--- src/rtl/clb_cfg_loader_pkg.sv ---
// Shared definitions for the CLB configuration loader: FSM states, the
// committed-vector field map and the default frame header.
package clb_cfg_loader_pkg;

  localparam int WORD_W = 16;
  localparam int CNT_W  = 4;
  localparam int CFG_W  = 146;

  localparam int BYP_LSB = 0;
  localparam int BYP_W   = 16;
  localparam int SEL_LSB = 16;
  localparam int SEL_W   = 96;
  localparam int OP_LSB  = 112;
  localparam int OP_W    = 32;
  localparam int OUT_LSB = 144;
  localparam int OUT_W   = 2;

  localparam logic [WORD_W-1:0] DEFAULT_MAGIC = 16'hC1B0;

  typedef enum logic [2:0] {
    ST_IDLE,
    ST_LOAD,
    ST_CSUM,
    ST_CHECK,
    ST_COMMIT
  } state_t;

endpackage

--- src/rtl/clb_cfg_shadow.sv ---
// Word-addressed shadow register that collects a frame's payload before it
// is checked; nothing here is visible outside the loader until commit.
module clb_cfg_shadow
  import clb_cfg_loader_pkg::*;
#(
  parameter int WORDS = 10
) (
  input  logic                    clk,
  input  logic                    rst_n,
  input  logic                    we_i,
  input  logic [CNT_W-1:0]        addr_i,
  input  logic [WORD_W-1:0]       wdata_i,
  output logic [WORDS*WORD_W-1:0] data_o
);

  logic [WORDS*WORD_W-1:0] data_q;

  // NOTE: the shadow is plain flops with an async reset, so it clears with
  // the rest of the loader instead of holding an undefined previous frame.
  always_ff @(posedge clk or negedge rst_n) begin
    if (!rst_n) begin
      data_q <= '0;
    end else begin
      for (int w = 0; w < WORDS; w++) begin
        if (we_i && addr_i == CNT_W'(w)) begin
          data_q[w*WORD_W +: WORD_W] <= wdata_i;
        end
      end
    end
  end

  assign data_o = data_q;

endmodule

--- src/rtl/clb_cfg_loader.sv ---
// Streams a header/payload/checksum frame into a shadow register and commits
// the CLB configuration vector atomically only after the frame checks out.
module clb_cfg_loader
  import clb_cfg_loader_pkg::*;
#(
  parameter logic [WORD_W-1:0] MAGIC         = DEFAULT_MAGIC,
  parameter int                PAYLOAD_WORDS = 10
) (
  input  logic              clk,
  input  logic              rst_n,
  input  logic              s_valid,
  output logic              s_ready,
  input  logic [WORD_W-1:0] s_data,
  input  logic              abort,
  output logic [CFG_W-1:0]  cfg_out,
  output logic              cfg_valid,
  output logic              cfg_update,
  output logic              err,
  output logic              busy
);

  localparam int               SHADOW_W  = PAYLOAD_WORDS * WORD_W;
  localparam logic [CNT_W-1:0] LAST_WORD = CNT_W'(PAYLOAD_WORDS - 1);

  state_t              state_q, state_d;
  logic [CNT_W-1:0]    cnt_q, cnt_d;
  logic [WORD_W-1:0]   xor_q, xor_d;
  logic [WORD_W-1:0]   csum_q, csum_d;
  logic [CFG_W-1:0]    cfg_q, cfg_d;
  logic                valid_q, valid_d;
  logic                upd_q, upd_d;
  logic                err_q, err_d;
  logic                ready_q, ready_d;
  logic                shadow_we;
  logic [SHADOW_W-1:0] shadow;
  logic [CFG_W-1:0]    cfg_fields;
  logic                xfer;
  logic                pass;

  clb_cfg_shadow #(
    .WORDS (PAYLOAD_WORDS)
  ) u_shadow (
    .clk     (clk),
    .rst_n   (rst_n),
    .we_i    (shadow_we),
    .addr_i  (cnt_q),
    .wdata_i (s_data),
    .data_o  (shadow)
  );

  assign xfer = s_valid && s_ready;
  assign pass = (csum_q == xor_q) && (shadow[SHADOW_W-1:CFG_W] == '0);

  assign cfg_fields = {shadow[OUT_LSB +: OUT_W], shadow[OP_LSB +: OP_W],
                       shadow[SEL_LSB +: SEL_W], shadow[BYP_LSB +: BYP_W]};

  // NOTE: every output of this block gets a default first, so no path leaves
  // a variable unassigned and no latch is inferred.
  always_comb begin
    state_d   = state_q;
    cnt_d     = cnt_q;
    xor_d     = xor_q;
    csum_d    = csum_q;
    cfg_d     = cfg_q;
    valid_d   = valid_q;
    upd_d     = 1'b0;
    err_d     = 1'b0;
    shadow_we = 1'b0;

    if (abort) begin
      state_d = ST_IDLE;
      cnt_d   = '0;
      xor_d   = '0;
    end else begin
      case (state_q)
        ST_IDLE: begin
          if (xfer) begin
            if (s_data == MAGIC) begin
              state_d = ST_LOAD;
              cnt_d   = '0;
              xor_d   = '0;
            end else begin
              err_d = 1'b1;
            end
          end
        end
        ST_LOAD: begin
          if (xfer) begin
            shadow_we = 1'b1;
            xor_d     = xor_q ^ s_data;
            if (cnt_q == LAST_WORD) begin
              cnt_d   = '0;
              state_d = ST_CSUM;
            end else begin
              cnt_d = cnt_q + 1'b1;
            end
          end
        end
        ST_CSUM: begin
          if (xfer) begin
            csum_d  = s_data;
            state_d = ST_CHECK;
          end
        end
        ST_CHECK: begin
          if (pass) begin
            state_d = ST_COMMIT;
            cfg_d   = cfg_fields;
            valid_d = 1'b1;
            upd_d   = 1'b1;
          end else begin
            state_d = ST_IDLE;
            err_d   = 1'b1;
          end
        end
        ST_COMMIT: state_d = ST_IDLE;
        default:   state_d = ST_IDLE;
      endcase
    end

    // Registered so that s_ready stays low throughout reset.
    ready_d = (state_d == ST_IDLE) || (state_d == ST_LOAD) || (state_d == ST_CSUM);
  end

  // NOTE: sequential state uses <= so every register samples pre-edge values
  // regardless of statement order.
  always_ff @(posedge clk or negedge rst_n) begin
    if (!rst_n) begin
      state_q <= ST_IDLE;
      cnt_q   <= '0;
      xor_q   <= '0;
      csum_q  <= '0;
      cfg_q   <= '0;
      valid_q <= 1'b0;
      upd_q   <= 1'b0;
      err_q   <= 1'b0;
      ready_q <= 1'b0;
    end else begin
      state_q <= state_d;
      cnt_q   <= cnt_d;
      xor_q   <= xor_d;
      csum_q  <= csum_d;
      cfg_q   <= cfg_d;
      valid_q <= valid_d;
      upd_q   <= upd_d;
      err_q   <= err_d;
      ready_q <= ready_d;
    end
  end

  assign s_ready    = ready_q;
  assign cfg_out    = cfg_q;
  assign cfg_valid  = valid_q;
  assign cfg_update = upd_q;
  assign err        = err_q;
  assign busy       = (state_q != ST_IDLE);

endmodule

--- config.mk ---
export PLATFORM = sky130hd
export DESIGN_NAME = clb_cfg_loader
export DESIGN_NICKNAME = d
export VERILOG_FILES = /design/src/rtl/clb_cfg_loader_pkg.sv /design/src/rtl/clb_cfg_shadow.sv /design/src/rtl/clb_cfg_loader.sv
export SDC_FILE = /design/constraint.sdc
export NUM_CORES = 1
export LEC_CHECK = 0
export CELL_PAD_IN_SITES_DETAIL_PLACEMENT = 0
export CELL_PAD_IN_SITES_GLOBAL_PLACEMENT = 1
export CORE_UTILIZATION = 50
export DETAILED_ROUTE_END_ITERATION = 8
export GPL_TIMING_DRIVEN = 0
export HOLD_SLACK_MARGIN = 0.08
export MAX_ROUTING_LAYER = met4
export PLACE_DENSITY_LB_ADDON = 0.1
export SKIP_CTS_REPAIR_TIMING = 1
export SLEW_MARGIN = 20
export SYNTH_ARGS = -nofsm -noshare
export SYNTH_HDL_FRONTEND = slang
export SYNTH_SLANG_ARGS = --single-unit
--- constraint.sdc ---
create_clock -name clk -period 3.9 [get_ports clk]
set_input_delay 0.78 -clock clk [delete_from_list [all_inputs] [get_ports clk]]
set_output_delay 0.78 -clock clk [all_outputs]
set_load 0.01 [all_outputs]
==> impl_metrics.csv, run 1 <==
group,metric,value,unit
worst_setup_path,path_delay_family,"simple AND/OR/NAND/NOR gates",
sta,fin_ws,0.565,ns
worst_setup_path,criticalPathCategory,"in -> reg",
sta,finalHoldViolCount,0,
worst_setup_path,crit_slowest_cell,"nor2_1",
route,routed_via_density,5.37,
sta,fin_skew,0.0182,ns
sta,finalCritPeriodShare,85.5,%
place,dp_worst_setup_slack,0.0610,ns
place,port_buffers,170,
cells_and_area,layout.nets,1114,
route,drtIter0Drc,459,
place,dpl_cell_area,0.0157,mm^2
synth,yosysWarnings,0,
floorplanning,ioPinCount,171,
worst_setup_path,worstPathRequired,4.29,ns
synth,synth.avg_cell_area,15.3,um^2
synth,synth-edff-count,0,
synth,synth_cells,882,
clock_tree,clkTransAtPathRegs,0.06,ns
floorplanning,rows,59,
route,drt_first_pass_iters,6,
clock_tree,h-tree-depth,2,
synth,synth_top_area_share,64.8,%
synth,yosysMostFrequentCell,"dfrtp_1",
worst_setup_path,crit_fanout,10,
sta,setup-violations-final,0,
place,detailed_place_hpwl,19200,um
floorplanning,die_w,166,um
worst_setup_path,critPathMaxStageDelay,0.64,ns
cells_and_area,fin_area,0.0169,mm^2
sta,period_needed,3.33,ns
global_routing,grt-ovfl-total,0,
clock_tree,cts_tree,"built",
synth,yosysTopAreaCell,"dfrtp_1",
synth,synth-simple-area-share,3.80,%
synth,synthFlopType,"dfrtp_1",
clock_tree,clock_latency,0.51,ns
place,gp_congestion,0.779,
worst_setup_path,critPathArrivalTime,3.72,ns
power,power.density,434,mW/mm^2
synth,synth_top_family_by_area,"multiplexers",
clock_tree,clock_sinks,349,
global_routing,grt_max_degree,101,
worst_setup_path,rrSetupSlack,0.91,ns
cells_and_area,fillers,1975,
worst_setup_path,endpoint_kind,"flip-flop",
synth,ys_ff_latch,349,
global_routing,first_global_vias,8155,
synth,ys_seq_area_share,64.8,%
synth,synth.area.mux_share,26.9,%
status,status,"complete, but fails checks",
sta,relSlewSlack,34.1,%
global_routing,grt_pass1_wl,48000,um
synth,synth-xor-area-share,1.04,%
sta,setup_tns,0,ns
clock_tree,cts.path.max_buffers,3,
synth,synth-compound-area-share,1.92,%
status,violations,"design-rule violations",
synth,syn_nets,902,
route,routed_wl,30200,um
route,drcViolationCount,8,
sta,drv_slew,0,
cells_and_area,antennaDiodeCount,0,
clock_tree,clock-root-buffer,"clkbuf_16",
cells_and_area,multiInputGateArea,0.00454,mm^2
synth,syn_area,0.0135,mm^2
sta,fmax,0.300,GHz
run,drv_cap,0,
synth,synth_common_cells,"349 x dfrtp_1, 322 x mux2_2, 41 x clkbuf_1",
synth,synthArstFlopShare,100,%
synth,synthAdderAreaFrac,0,%
route,vias,7786,
floorplanning,chipHeight,166,um
global_routing,antenna_found_initial,1,
floorplanning,dieArea,0.0276,mm^2
global_routing,grt_use_total,23.4,%
worst_setup_path,path_cells,"clkdlybuf4s50_1 -> or4b_1 -> buf_2 -> nor2_4 -> nand2_1 -> nor2_1 -> buf_4 -> mux2_2",
cells_and_area,drive_gt1_share,35.8,%
synth,ys_types,38,
sta,rsz0062_at_grt,"no",
route,ant_nets,0,
cells_and_area,area_growth,25.4,%
power,peakVddDrop,0.000340,V
worst_setup_path,crit_path_start_kind,"input port",
route,wl_per_cell,20.8,um
cells_and_area,register_area,0.00873,mm^2
hold_path,hold_path_class,"in -> async",
clock_tree,cts_buffers,37,
worst_setup_path,critPathBufInv,3,
floorplanning,initial_utilization,51.3,%
sta,tightest_slew,0.980,ns
power,p_leak,8.40,nW
synth,synth_area_leaders,"dfrtp_1 65%, mux2_2 27%, o21ai_0 1.3%",
floorplanning,core_region_area,0.0263,mm^2
-- stage by stage --
| stage | hold slack, ns | total power [mW] | cells | utilization (%) |
|---|---|---|---|---|
| global route | 0.285 | 7.60 | 1451 | 64.3 |
| CTS | 0.262 | 7.42 | 1451 | 64.3 |
| global placement | 0.451 | 3.93 | 1387 | 59.4 |
| finish | 0.230 | 7.34 | 1451 | 64.3 |
| detailed placement | 0.451 | 3.93 | 1390 | 59.7 |
| floorplan | 0.470 | 3.77 | 882 | - |
-- where the power goes --
group	total (mW)	switching, mW	internal [mW]
logic	0.212	0.157	0.0554
clock network	3.48	1.34	2.13
registers	3.65	0.00896	3.64
-- registers in the layout (all words and copies together) (netlist names) --
register,flops
cfg_out,146
cfg_update,1
state_q,3
err,1
csum_q,16
s_ready,1
cfg_valid,1
cnt_q,4
u_shadow.data_o,160
xor_q,16
-- layout make-up --
cell class	instances	area share (%)
flip-flops and latches	349	51.6
multi-input cells	481	26.8
repair buffers	173	10.6
clock buffers	55	6.72
well taps	335	2.48
plain buffers	51	1.23
clock inverters	6	0.496
inverters	1	0.0222
-- final timing paths --
check / startpoint / end / cells past startpoint
setup reg to reg: state_q[2] / u_shadow.data_o[94] / 7
hold / removal: rst_n / cfg_out[48] / 1
min in group clk: cfg_valid / cfg_valid / 1
setup / recovery: abort / u_shadow.data_o[94] / 8
hold reg to reg: cfg_valid / cfg_valid / 1
max in group asynchronous: rst_n / u_shadow.data_o[123] / 3
-- logic make-up after synthesis --
family / after synthesis
compound gates: 48
xor+xnor: 16
buf+inv: 52
flops: 349
mux: 322
simple gates: 95
-- layout by cell type, fill, tap and decap left out, drive strengths merged, types with 9 or more instances in the layout --
| master | Yosys | layout |
|---|---|---|
| mux2 | 322 | 322 |
| dfrtp | 349 | 349 |
| buf | 10 | 14 |
| xor2 | 12 | 12 |
| nor2 | 27 | 27 |
| clkbuf | 41 | 96 |
| o21ai | 36 | 36 |
| nor4 | 9 | 9 |
| nand2 | 27 | 27 |
| clkdlybuf4s50 | 0 | 169 |
-- routing by layer --
metal  GRT usage (%)  share of wire [%]  up-vias
li1                -                  -     3525
met1            31.4                 44     4072
met2            36.2                 47      158
met3            5.72                6.5       31
met4            5.35                1.6        0
met5               -                  0        -
Note: power is estimated with default switching activity, not from simulation.
==> run 2: changes to the inputs <==
--- a/config.mk
+++ b/config.mk
@@ -5,11 +5,11 @@
 export SDC_FILE = /design/constraint.sdc
 export NUM_CORES = 1
 export LEC_CHECK = 0
+export ABC_AREA = 1
 export CELL_PAD_IN_SITES_DETAIL_PLACEMENT = 0
 export CELL_PAD_IN_SITES_GLOBAL_PLACEMENT = 1
-export CORE_UTILIZATION = 50
+export CORE_UTILIZATION = 46
 export DETAILED_ROUTE_END_ITERATION = 8
-export GPL_TIMING_DRIVEN = 0
 export HOLD_SLACK_MARGIN = 0.08
 export MAX_ROUTING_LAYER = met4
 export PLACE_DENSITY_LB_ADDON = 0.1
==> impl_metrics.csv, run 2 <==
group,metric,value,unit
clock_tree,clkTransAtPathRegs,0.06,ns
sta,fmax,0.397,GHz
synth,synth.avg_cell_area,8.93,um^2
route,drcViolationCount,0,
route,ant_nets,0,
synth,yosysWarnings,0,
sta,setup-violations-final,0,
clock_tree,clock-root-buffer,"clkbuf_16",
worst_setup_path,crit_path_start_kind,"flip-flop",
sta,relSlewSlack,44.1,%
cells_and_area,fin_area,0.0174,mm^2
global_routing,grt_max_degree,148,
clock_tree,clock_latency,0.53,ns
power,p_leak,8.63,nW
synth,synth_common_cells,"609 x nand2_1, 349 x dfrtp_1, 168 x nand4_1",
cells_and_area,final_common_cell,"nand2_1",
floorplanning,chipHeight,179,um
synth,synth_cells,1605,
place,port_buffers,170,
floorplanning,core_region_area,0.0306,mm^2
synth,yosysMostFrequentCell,"nand2_1",
floorplanning,die_w,179,um
clock_tree,cts.path.max_buffers,3,
global_routing,grt_use_total,26.2,%
synth,syn_nets,1625,
worst_setup_path,crit_top_cell,"nand2_1",
place,gp_congestion,0.828,
sta,finalCritPeriodShare,64.6,%
cells_and_area,area_growth,21.7,%
cells_and_area,drive_gt1_share,5.95,%
clock_tree,cts_buffers,38,
place,dpl_cell_area,0.0163,mm^2
route,wl_per_cell,18.3,um
cells_and_area,largest_register_ffs,160,
clock_tree,cts_tree,"built",
sta,whs,0.260,ns
synth,ys_seq_area_share,60.9,%
synth,synthArstFlopShare,100,%
synth,ys_types,23,
floorplanning,dieArea,0.0319,mm^2
synth,synth_top_area_share,60.9,%
cells_and_area,layout.nets,1746,
power,power.density,426,mW/mm^2
cells_and_area,antennaDiodeCount,0,
floorplanning,rows,64,
synth,synth-edff-count,0,
worst_setup_path,critPathArrivalTime,2.97,ns
worst_setup_path,path_cells,"inv_1 -> nand2_1 -> nand2_1 -> nor2_1 -> nand3_1 -> nor2_4 -> buf_4 -> nand4_1 -> nand2_1",
worst_setup_path,crit_fanout,43,
sta,period_needed,2.52,ns
synth,synthFlopType,"dfrtp_1",
route,routed_via_density,5.31,
synth,synth_area_leaders,"dfrtp_1 61%, nand2_1 16%, nand4_1 7.3%",
route,vias,11400,
worst_setup_path,endpoint_kind,"flip-flop",
sta,fin_skew,0.0175,ns
sta,rsz0062_at_grt,"no",
global_routing,antenna_found_initial,1,
clock_tree,h-tree-depth,2,
synth,ys_ff_latch,349,
synth,syn_area,0.0143,mm^2
worst_setup_path,criticalPathCategory,"reg -> reg",
worst_setup_path,critPathMaxStageDelay,0.65,ns
route,drt_first_pass_iters,5,
clock_tree,clock_sinks,349,
worst_setup_path,crit_slowest_cell,"nor2_4",
place,detailed_place_hpwl,23300,um
worst_setup_path,critPathBufInv,2,
run,drv_cap,0,
worst_setup_path,worstPathRequired,4.35,ns
floorplanning,initial_utilization,46.9,%
worst_setup_path,path_delay_family,"simple AND/OR/NAND/NOR gates",
synth,yosysTopAreaCell,"dfrtp_1",
hold_path,hold_path_class,"in -> async",
cells_and_area,mostFrequentLayoutCells,"609 x nand2_1, 349 x dfrtp_1, 169 x clkdlybuf4s50_1",
sta,setup_tns,0,ns
route,routed_wl,39300,um
global_routing,grt-ovfl-total,0,
global_routing,grt_pass1_wl,62200,um
floorplanning,ioPinCount,171,
global_routing,first_global_vias,10800,
power,peakVddDrop,0.000255,V
sta,tightest_slew,0.837,ns
status,status,"finished, final reports clean",
sta,finalHoldViolCount,0,
sta,drv_slew,0,
route,drtIter0Drc,1065,
cells_and_area,fillers,2817,
[run 2: stage by stage]
stage          instances  power, mW  setup slack (ns)  utilization (%)
3_5_place_dp        2082       4.17              1.08             53.3
3_3_place_gp        2082       4.17              1.12             53.3
4_1_cts             2144       7.52              1.38             57.0
2_1_floorplan       1605       3.93              2.08                -
5_1_grt             2144       7.69              1.20             57.0
6_report            2144       7.44              1.38             57.0
[run 2: final cells by class]
class	instances	area [um^2]	share of cell area, %
sequential	349	8730	50.1
timing repair buffer	204	2020	11.6
tap	396	495	2.84
clock buffer	57	1090	6.27
inverter	67	254	1.46
multi-input combinational	1066	4800	27.5
clock inverter	5	43.8	0.251
[run 2: cells by family (layout without fill, tap and decap cells)]
family,Yosys count,count (layout),synth area share (%)
xor+xnor,1,1,0.0611
flops,349,349,60.9
buf+inv,190,333,5.72
simple gates,865,865,26.3
compound gates,200,200,7.00
[run 2: power breakdown]
part | total, mW | internal (mW) | switching [mW] | leakage (nW)
registers | 3.65 | 3.64 | 0.0112 | 4.86
clock network | 3.34 | 1.94 | 1.41 | 0.558
logic | 0.445 | 0.0893 | 0.356 | 3.21
total | 7.44 | 5.66 | 1.77 | 8.63
[run 2: final timing paths]
kind                              from                  end  slack, ns  cells after the start
max                           xor_q[4]          cfg_out[30]       1.38                      9
min                              rst_n          cfg_out[94]       0.26                      1
max reg2reg                   xor_q[4]          cfg_out[30]       1.38                      9
min reg2reg                cfg_out[83]          cfg_out[83]       0.47                      2
max in group asynchronous        rst_n  u_shadow.data_o[35]       2.68                      2
min in group clk           cfg_out[83]          cfg_out[83]       0.47                      2
[run 2: per-layer routing]
metal,vias up,global-route usage [%],wire length [um]
li1,5530,-,-
met1,5472,37.7,18400
met2,321,39.0,17700
met3,60,3.71,2260
met4,0,6.85,924
met5,-,-,0
==> run 3: changes to the inputs <==
--- a/config.mk
+++ b/config.mk
@@ -8,7 +8,7 @@
 export ABC_AREA = 1
 export CELL_PAD_IN_SITES_DETAIL_PLACEMENT = 0
 export CELL_PAD_IN_SITES_GLOBAL_PLACEMENT = 1
-export CORE_UTILIZATION = 46
+export CORE_UTILIZATION = 42
 export DETAILED_ROUTE_END_ITERATION = 8
 export HOLD_SLACK_MARGIN = 0.08
 export MAX_ROUTING_LAYER = met4
==> constraint.sdc (replaced) <==
create_clock -name clk -period 2.6 [get_ports clk]
set_input_delay 0.52 -clock clk [delete_from_list [all_inputs] [get_ports clk]]
set_output_delay 0.52 -clock clk [all_outputs]
set_load 0.01 [all_outputs]
==> impl_metrics.csv, run 3 (synthesis results as in run 2) <==
group,metric,value,unit
status,status,"finished, final reports clean",
clock_tree,clock_latency,0.53,ns
route,vias,11600,
cells_and_area,multiInputGateArea,0.00480,mm^2
sta,relSlewSlack,60.1,%
power,p_clk_share,46.0,%
worst_setup_path,rrSetupSlack,0.74,ns
sta,drv_slew,0,
floorplanning,ioPinCount,171,
sta,fin_skew,0.0183,ns
cells_and_area,final_util,53.3,%
route,routed_wl,40900,um
worst_setup_path,criticalPathCategory,"reg -> out",
hold_path,hold_start,"cfg_out[10]",
cells_and_area,drive_gt1_share,7.32,%
global_routing,first_global_vias,11000,
clock_tree,cts_tree,"built",
worst_setup_path,reg2reg_from,"xor_q[6]",
power,power.density,641,mW/mm^2
route,routed_via_density,5.20,
route,ant_nets,0,
sta,setup_tns,0,ns
floorplanning,initial_utilization,42.8,%
power,p_leak,8.81,nW
floorplanning,rows,67,
floorplanning,core_region_area,0.0335,mm^2
worst_setup_path,crit_fanout,4,
power,p_int,8.74,mW
power,swShare,23.7,%
route,drcViolationCount,0,
global_routing,grt_max_degree,116,
floorplanning,dieArea,0.0349,mm^2
cells_and_area,mostFrequentLayoutCells,"609 x nand2_1, 349 x dfrtp_1, 169 x clkdlybuf4s50_1",
floorplanning,chipHeight,187,um
power,switchingPower,2.72,mW
worst_setup_path,r2r_cells,9,
sta,fmax,0.453,GHz
global_routing,grt_use_total,24.6,%
clock_tree,h-tree-depth,2,
place,placedCellCount,2156,
sta,setup-violations-final,0,
clock_tree,cts_buffers,39,
power,peakVddDrop,0.000376,V
sta,finalHoldViolCount,0,
power,comb_power_share,6.2,%
place,gp_congestion,0.848,
cells_and_area,fin_area,0.0179,mm^2
cells_and_area,fillers,3187,
clock_tree,clock-root-buffer,"clkbuf_16",
hold_path,hold_end,"cfg_out[10]",
floorplanning,die_w,187,um
sta,finalCritPeriodShare,84.8,%
worst_setup_path,worstPathRequired,2.08,ns
cells_and_area,area_growth,24.6,%
sta,tightest_slew,0.599,ns
cells_and_area,layout.nets,1770,
cells_and_area,register_area,0.00873,mm^2
worst_setup_path,reg2reg_to,"cfg_out[20]",
global_routing,grt-ovfl-total,0,
global_routing,grt_pass1_wl,65300,um
place,dpl_cell_area,0.0167,mm^2
route,drtIter0Drc,916,
cells_and_area,final_common_cell,"nand2_1",
place,detailed_place_hpwl,24600,um
route,drt_first_pass_iters,5,
sta,period_needed,2.21,ns
cells_and_area,largest_register_ffs,160,
hold_path,hold_path_class,"reg -> reg",
worst_setup_path,critPathArrivalTime,1.69,ns
worst_setup_path,crit_path_start_kind,"flip-flop",
clock_tree,cts.path.max_buffers,3,
hold_path,worstHoldPathCells,2,
clock_tree,clock_sinks,349,
run,drv_cap,0,
power,p_seq_share,47.8,%
worst_setup_path,endpoint_kind,"output pin",
route,wl_per_cell,18.4,um
cells_and_area,antennaDiodeCount,0,
sta,rsz0062_at_grt,"no",
global_routing,antenna_found_initial,2,
cells_and_area,layoutNonFillerInstCount,2224,
place,port_buffers,170,
clock_tree,clkTransAtPathRegs,0.06,ns
==> run 3: cell count changes in the layout (fill, tap and decap cells not counted), sizes merged <==
cell,delta
dlygate4sd3,+1
buf,+22
bufinv,+1
inv,-1
clkbuf,+5
==> run 3: power groups by stage <==
stage / Combinational (mW) / Sequential [mW] / Clock, mW
6_report: 0.714 / 5.47 / 5.27
5_1_grt: 0.776 / 5.47 / 5.60
4_1_cts: 0.721 / 5.47 / 5.37
3_5_place_dp: 0.720 / 5.57 / 0
3_3_place_gp: 0.722 / 5.57 / 0
2_1_floorplan: 0.330 / 5.57 / 0
==> run 3: worst max-delay path by stage <==
| stage | start | to | slack (ns) | cells past startpoint |
|---|---|---|---|---|
| after floorplan | abort | cfg_out[100] | 1.04 | 6 |
| after global placement | abort | cfg_out[25] | 0.26 | 6 |
| after detailed placement | abort | cfg_out[16] | 0.20 | 6 |
| after CTS | state_q[2] | busy | 0.36 | 3 |
| after global routing | state_q[2] | busy | 0.34 | 3 |
| final | state_q[2] | busy | 0.39 | 3 |
==> run 3: stage by stage <==
| stage | hold slack (ns) | worst slack [ns] | power, mW |
|---|---|---|---|
| 6_report | 0.468 | 0.395 | 11.5 |
| 5_1_grt | 0.491 | 0.344 | 11.9 |
| 4_1_cts | -0.0187 | 0.361 | 11.6 |
| 3_5_place_dp | 0.457 | 0.202 | 6.29 |
| 3_3_place_gp | 0.453 | 0.264 | 6.29 |
| 2_1_floorplan | 0.224 | 1.04 | 5.90 |
==> run 3: worst max-delay path, cell delays in order (launching register included) <==
cell and delay, ns:
dfrtp_1 0.44, nor2_1 0.16, nand2_1 0.09, clkdlybuf4s50_1 0.48
==> run 3: final cells by class <==
type,instances,area share (%)
multi-input cells,1066,26.9
flip-flops and latches,349,48.9
well taps,448,3.14
clock inverters,5,0.301
inverters,67,1.42
repair buffers,227,12.9
clock buffers,62,6.45
==> run 3: routing by layer <==
layer / vias to the layer above / part of all wire, % / global-route usage, % / wire, um
met5: - / 0 / - / 0
met4: 0 / 1.9 / 6.02 / 782
met3: 53 / 5.6 / 3.42 / 2270
met2: 346 / 44 / 35.6 / 18000
met1: 5581 / 48 / 36.4 / 19800
li1: 5578 / - / - / -
